==> config.mk <==
export PLATFORM = sky130hd
export DESIGN_NAME = tlb_op_ctrl
export DESIGN_NICKNAME = d
export VERILOG_FILES = /design/src/rtl/tlb_op_ctrl.sv
export SDC_FILE = /design/constraint.sdc
export NUM_CORES = 1
export LEC_CHECK = 0
export BUFFER_PORTS_ARGS = -buffer_cell sky130_fd_sc_hd__buf_2
export CORE_AREA = 8 8 142 144
export DETAILED_ROUTE_END_ITERATION = 8
export DIE_AREA = 0 0 150 152
export PLACE_DENSITY = 0.67
export SLEW_MARGIN = 10
export SYNTH_ARGS = -nofsm -noshare
export SYNTH_HDL_FRONTEND = slang
export SYNTH_SLANG_ARGS = --single-unit
==> constraint.sdc <==
create_clock -name clk -period 4.6 [get_ports clk]
set_input_delay 0.23 -clock clk [delete_from_list [all_inputs] [get_ports clk]]
set_output_delay 0.23 -clock clk [all_outputs]
set_load 0.1 [all_outputs]
==> src/rtl/tlb_op_ctrl.sv <==
// TLB instruction controller: sequences TLBP/TLBR/TLBWI/TLBWR through a
// one-cycle search/read/write stage and a one-cycle completion stage, and
// maintains the Random register used to pick the TLBWR victim entry.
module tlb_op_ctrl #(
   parameter  int TLBNUM = 16,
   localparam int IW     = $clog2(TLBNUM)
) (
   input  logic          clk,
   input  logic          rst,
   // pipeline request
   input  logic          op_valid,
   input  logic [1:0]    op_type,
   output logic          op_ready,
   output logic          busy,
   output logic          done,
   // CP0 state
   input  logic [18:0]   hi_vpn2,
   input  logic [7:0]    hi_asid,
   input  logic [19:0]   lo0_pfn,
   input  logic [2:0]    lo0_c,
   input  logic          lo0_d,
   input  logic          lo0_v,
   input  logic          lo0_g,
   input  logic [19:0]   lo1_pfn,
   input  logic [2:0]    lo1_c,
   input  logic          lo1_d,
   input  logic          lo1_v,
   input  logic          lo1_g,
   input  logic [IW-1:0] index_in,
   input  logic [IW-1:0] wired,
   input  logic          wired_we,
   // TLB search port
   output logic [18:0]   s_vpn2,
   output logic          s_odd_page,
   output logic [7:0]    s_asid,
   input  logic          s_found,
   input  logic [IW-1:0] s_index,
   // TLB write port
   output logic          tlb_we,
   output logic [IW-1:0] w_index,
   output logic [18:0]   w_vpn2,
   output logic [7:0]    w_asid,
   output logic          w_g,
   output logic [19:0]   w_pfn0,
   output logic [2:0]    w_c0,
   output logic          w_d0,
   output logic          w_v0,
   output logic [19:0]   w_pfn1,
   output logic [2:0]    w_c1,
   output logic          w_d1,
   output logic          w_v1,
   // TLB read port
   output logic [IW-1:0] r_index,
   input  logic [18:0]   r_vpn2,
   input  logic [7:0]    r_asid,
   input  logic          r_g,
   input  logic [19:0]   r_pfn0,
   input  logic [2:0]    r_c0,
   input  logic          r_d0,
   input  logic          r_v0,
   input  logic [19:0]   r_pfn1,
   input  logic [2:0]    r_c1,
   input  logic          r_d1,
   input  logic          r_v1,
   // CP0 results
   output logic          idx_we,
   output logic          idx_p,
   output logic [IW-1:0] idx_val,
   output logic          entry_we,
   output logic [18:0]   e_vpn2,
   output logic [7:0]    e_asid,
   output logic [19:0]   e_pfn0,
   output logic [2:0]    e_c0,
   output logic          e_d0,
   output logic          e_v0,
   output logic          e_g0,
   output logic [19:0]   e_pfn1,
   output logic [2:0]    e_c1,
   output logic          e_d1,
   output logic          e_v1,
   output logic          e_g1,
   output logic [IW-1:0] random
);

   typedef enum logic [2:0] {S_IDLE, S_SEARCH, S_READ, S_WRITE, S_DONE} state_t;

   localparam logic [1:0]    OP_TLBP  = 2'b00;
   localparam logic [1:0]    OP_TLBR  = 2'b01;
   localparam logic [1:0]    OP_TLBWR = 2'b11;
   localparam logic [IW-1:0] RND_TOP  = IW'(TLBNUM - 1);

   state_t        state, nxt;
   logic          accept;
   logic [1:0]    op_q;
   logic [IW-1:0] idx_q, rnd_q;
   logic [18:0]   vpn2_q;
   logic [7:0]    asid_q;
   logic [19:0]   pfn0_q, pfn1_q;
   logic [2:0]    c0_q, c1_q;
   logic          d0_q, v0_q, g0_q, d1_q, v1_q, g1_q;
   logic          found_q;
   logic [IW-1:0] sidx_q;
   logic [18:0]   rd_vpn2;
   logic [7:0]    rd_asid;
   logic          rd_g;
   logic [19:0]   rd_pfn0, rd_pfn1;
   logic [2:0]    rd_c0, rd_c1;
   logic          rd_d0, rd_v0, rd_d1, rd_v1;

   assign accept = op_valid && op_ready;

   // state register
   always_ff @(posedge clk) begin
      if (rst) state <= S_IDLE;
      else     state <= nxt;
   end

   // next state and per-state strobes; every strobe is zero outside its state
   always_comb begin
      nxt      = state;
      op_ready = 1'b0;
      tlb_we   = 1'b0;
      idx_we   = 1'b0;
      entry_we = 1'b0;
      done     = 1'b0;
      case (state)
         S_IDLE: begin
            op_ready = 1'b1;
            if (op_valid) begin
               case (op_type)
                  OP_TLBP: nxt = S_SEARCH;
                  OP_TLBR: nxt = S_READ;
                  default: nxt = S_WRITE;
               endcase
            end
         end
         S_SEARCH: nxt = S_DONE;
         S_READ:   nxt = S_DONE;
         S_WRITE: begin
            tlb_we = 1'b1;
            nxt    = S_DONE;
         end
         S_DONE: begin
            done     = 1'b1;
            idx_we   = (op_q == OP_TLBP);
            entry_we = (op_q == OP_TLBR);
            nxt      = S_IDLE;
         end
         default: nxt = S_IDLE;
      endcase
   end

   // snapshot of the request and CP0 state, so CP0 may change while busy
   always_ff @(posedge clk) begin
      if (rst) begin
         op_q <= '0; idx_q <= '0; rnd_q <= '0; vpn2_q <= '0; asid_q <= '0;
         pfn0_q <= '0; c0_q <= '0; d0_q <= 1'b0; v0_q <= 1'b0; g0_q <= 1'b0;
         pfn1_q <= '0; c1_q <= '0; d1_q <= 1'b0; v1_q <= 1'b0; g1_q <= 1'b0;
      end else if (accept) begin
         op_q <= op_type; idx_q <= index_in; rnd_q <= random;
         vpn2_q <= hi_vpn2; asid_q <= hi_asid;
         pfn0_q <= lo0_pfn; c0_q <= lo0_c; d0_q <= lo0_d; v0_q <= lo0_v; g0_q <= lo0_g;
         pfn1_q <= lo1_pfn; c1_q <= lo1_c; d1_q <= lo1_d; v1_q <= lo1_v; g1_q <= lo1_g;
      end
   end

   // capture TLB search result and read data at the end of their stages
   always_ff @(posedge clk) begin
      if (rst) begin
         found_q <= 1'b0; sidx_q <= '0;
         rd_vpn2 <= '0; rd_asid <= '0; rd_g <= 1'b0;
         rd_pfn0 <= '0; rd_c0 <= '0; rd_d0 <= 1'b0; rd_v0 <= 1'b0;
         rd_pfn1 <= '0; rd_c1 <= '0; rd_d1 <= 1'b0; rd_v1 <= 1'b0;
      end else if (state == S_SEARCH) begin
         found_q <= s_found; sidx_q <= s_index;
      end else if (state == S_READ) begin
         rd_vpn2 <= r_vpn2; rd_asid <= r_asid; rd_g <= r_g;
         rd_pfn0 <= r_pfn0; rd_c0 <= r_c0; rd_d0 <= r_d0; rd_v0 <= r_v0;
         rd_pfn1 <= r_pfn1; rd_c1 <= r_c1; rd_d1 <= r_d1; rd_v1 <= r_v1;
      end
   end

   // Random counts down from the top and wraps back when it reaches Wired;
   // a Wired write restarts it, taking priority over the decrement
   always_ff @(posedge clk) begin
      if (rst || wired_we || random == wired) random <= RND_TOP;
      else                                    random <= random - 1'b1;
   end

   assign busy       = ~op_ready;
   assign s_vpn2     = vpn2_q;
   assign s_asid     = asid_q;
   assign s_odd_page = 1'b0;
   assign r_index    = idx_q;

   assign w_index = (op_q == OP_TLBWR) ? rnd_q : idx_q;
   assign w_vpn2  = vpn2_q;
   assign w_asid  = asid_q;
   assign w_g     = g0_q & g1_q;
   assign w_pfn0  = pfn0_q;
   assign w_c0    = c0_q;
   assign w_d0    = d0_q;
   assign w_v0    = v0_q;
   assign w_pfn1  = pfn1_q;
   assign w_c1    = c1_q;
   assign w_d1    = d1_q;
   assign w_v1    = v1_q;

   assign idx_p   = ~found_q;
   assign idx_val = found_q ? sidx_q : '0;

   assign e_vpn2 = rd_vpn2;
   assign e_asid = rd_asid;
   assign e_pfn0 = rd_pfn0;
   assign e_c0   = rd_c0;
   assign e_d0   = rd_d0;
   assign e_v0   = rd_v0;
   assign e_g0   = rd_g;
   assign e_pfn1 = rd_pfn1;
   assign e_c1   = rd_c1;
   assign e_d1   = rd_d1;
   assign e_v1   = rd_v1;
   assign e_g1   = rd_g;

endmodule

==> impl_metrics.json <==
{
  "cts_made_buffers": 17,
  "dieWidth_um": 150,
  "viasPerCell": 4.59,
  "crit_chain": "nand2_1 > nor3b_1 > buf_2",
  "grt_first_pass_wirelength_um": 32700,
  "vias": 6364,
  "insertion_delay_ns": 0.42,
  "grt_usage": 0.180,
  "critPathLaunchType": "flip-flop",
  "drv_slew": 0,
  "maxSlewHeadroom": 0.366,
  "cts_root_buf": "clkbuf_16",
  "clk_path_buf_depth": 2,
  "synth_cell_type_count": 26,
  "synth_enable_flop_cells": 0,
  "seqCellArea_sq_mm": 0.00358,
  "setup_viol": 0,
  "crit_arrival_ns": 1.83,
  "drc_errors": 0,
  "layout-drive-gt1-share": 0.370,
  "final_nets": 1319,
  "async_flop_share": 0,
  "rows": 49,
  "grt_pass1_vias": 5890,
  "slowest_stage": "dfxtp_1",
  "timing.setup.tns_ns": 0,
  "multi_input_area_sq_mm": 0.00248,
  "synth_fp_nets": 1001,
  "synth_top_area_frac": 0.547,
  "status": "completed",
  "finalHoldViolCount": 0,
  "hold-worst-slack_ns": 0.0373,
  "cts_sinks": 179,
  "layout.cells.most_common": "buf_2",
  "core-area_sq_mm": 0.0178,
  "finish.utilization": 0.500,
  "drt_wl_total_um": 21500,
  "placed_cells": 1352,
  "leakagePower_nw": 4.25,
  "critPathKind": "flip-flop to output port",
  "synthToLayoutAreaGrowth_pct": 35.8,
  "required_ns": 4.37,
  "rsz0062_at_grt": "false",
  "yosys.area.top_type": "dfxtp_1",
  "ctsHoldBuffers": 0,
  "drv_cap": 0,
  "crit_path_max_incr_delay_ns": 0.56,
  "post-route-period-util": 0.448,
  "fillCellCount": 1778,
  "die-area_sq_mm": 0.0228,
  "drt_iter0_markers": 392,
  "cts_resized": 0,
  "overflow": 0,
  "ir_worst_vdd_mv": 0.268,
  "ios": 384,
  "layout_min_cycle_time_ns": 2.06,
  "ys_seq_area_frac": 0.547,
  "antenna_found_initial": 2,
  "cts_tree": "done",
  "synth_area_leaders": "dfxtp_1 (55%), nand2_1 (19%), a21oi_1 (13%)",
  "syn_avg_cell_area_sq_um": 7.95,
  "tightest_slew_ns": 0.951,
  "synth_cells": 824,
  "layout.cells.non_filler": 1386,
  "synth-warning-count": 0,
  "p_per_area_mw_per_mm2": 481,
  "critical_path.top_delay_family": "flip-flops",
  "path_buf_inv": 1,
  "port-buffer-count": 382,
  "worstHoldPathType": "primary input to flip-flop",
  "dieHeight_um": 152,
  "dr.pass1.iters": 5,
  "layout_common_cells": "buf_2 (381), nand2_1 (336), dfxtp_1 (179)",
  "ys_ff_latch": 179,
  "place_congestion": 0.778,
  "grt_max_degree": 93,
  "timing.fmax_ghz": 0.485,
  "clkTransAtPathRegs_ns": 0.07,
  "ant_nets": 0,
  "fin_worst_skew_ns": 0.00845,
  "worstPathMaxFanout": 9,
  "wire_per_inst_um": 15.5,
  "hpwl_um": 15800,
  "post_cts_buffers": 0,
  "initial_utilization": 0.368,
  "htreeDepth": 4,
  "synth_area_sq_mm": 0.00655,
  "endpoint_kind": "output port",
  "synth_flop_cell": "dfxtp_1"
}
## where the power goes
group,switching (mW),total (mW),internal [mW]
clock,0.636,1.39,0.752
sequential,0.0535,1.69,1.64
combinational,1.00,1.20,0.196
total,1.69,4.28,2.59
## cell families (layout without fill, tap and decap cells)
| logic type | Yosys count | in the layout | synth area share |
|---|---|---|---|
| buffers and inverters | 93 | 424 | 0.0760 |
| adders and majority gates | 1 | 1 | 0.00191 |
| other | 1 | 3 | 0.000572 |
| xor gates and xnor gates | 6 | 6 | 0.00802 |
| AOI/OAI and AO/OA | 167 | 167 | 0.128 |
| muxes | 9 | 9 | 0.0145 |
| DFF | 179 | 179 | 0.547 |
| and+or+nand+nor | 368 | 368 | 0.224 |
## flip-flops by register name, indices dropped and copies added, names as in the netlist, 2 cells and up
| signal | count |
|---|---|
| w_pfn1 | 20 |
| w_pfn0 | 20 |
| r_index | 4 |
| s_asid | 8 |
| s_vpn2 | 19 |
| e_asid | 8 |
| e_pfn1 | 20 |
| e_vpn2 | 19 |
| e_c1 | 3 |
| random | 4 |
| state | 3 |
| e_c0 | 3 |
| rnd_q | 4 |
| sidx_q | 4 |
| w_c0 | 3 |
| e_pfn0 | 20 |
| w_c1 | 3 |
| op_q | 2 |
## stage by stage
stage | power, mW | cell area, sq um | setup slack, ns
final | 4.28 | 8890 | 2.54
after global placement | 2.93 | 8330 | 2.74
after CTS | 4.33 | 8890 | 2.51
after detailed placement | 2.94 | 8330 | 2.74
after global routing | 4.45 | 8890 | 2.42
after floorplan | 2.73 | 6550 | 1.49
## cell type report
class	count	area share
diodes	2	0.000563
clock inverters	14	0.0143
clock buffers	18	0.0482
flip-flops and latches	179	0.403
inverters	5	0.00211
well taps	229	0.0322
multi-input cells	552	0.279
repair buffers	387	0.221
## cells in the mapped netlist, types with 5 or more instances
| cell type | n |
|---|---|
| nand2_1 | 336 |
| dfxtp_1 | 179 |
| a21oi_1 | 167 |
| clkbuf_1 | 36 |
| buf_4 | 31 |
| buf_2 | 20 |
| nor2_1 | 8 |
| xnor2_1 | 6 |
| and2_1 | 5 |
| inv_1 | 5 |
| mux2i_1 | 5 |
| nor3_1 | 5 |
## worst register-to-register path, stage by stage, from the launching register on
cell and delay (ns):
dfxtp_1 0.42, or4b_4 0.99, nand2_1 0.21, a21oi_1 0.08
## worst paths after layout
kind	start	to	slack [ns]	cells past startpoint
max	state[2]	entry_we	2.54	3
min	lo1_pfn[13]	w_pfn1[13]	0.04	3
max reg2reg	state[2]	s_vpn2[14]	2.74	3
min reg2reg	w_pfn1[16]	w_pfn1[16]	0.45	2
## layer usage
metal / vias up / part of all wire / wire length [um] / track usage
met1: 2850 / 0.38 / 8070 / 0.200
li1: 3245 / - / - / -
met3: 31 / 0.091 / 1950 / 0.0639
met4: 0 / 0.019 / 405 / 0.0590
met2: 238 / 0.51 / 11100 / 0.310
met5: - / 0 / 0 / 0
Note: power is estimated with default switching activity, not from simulation.
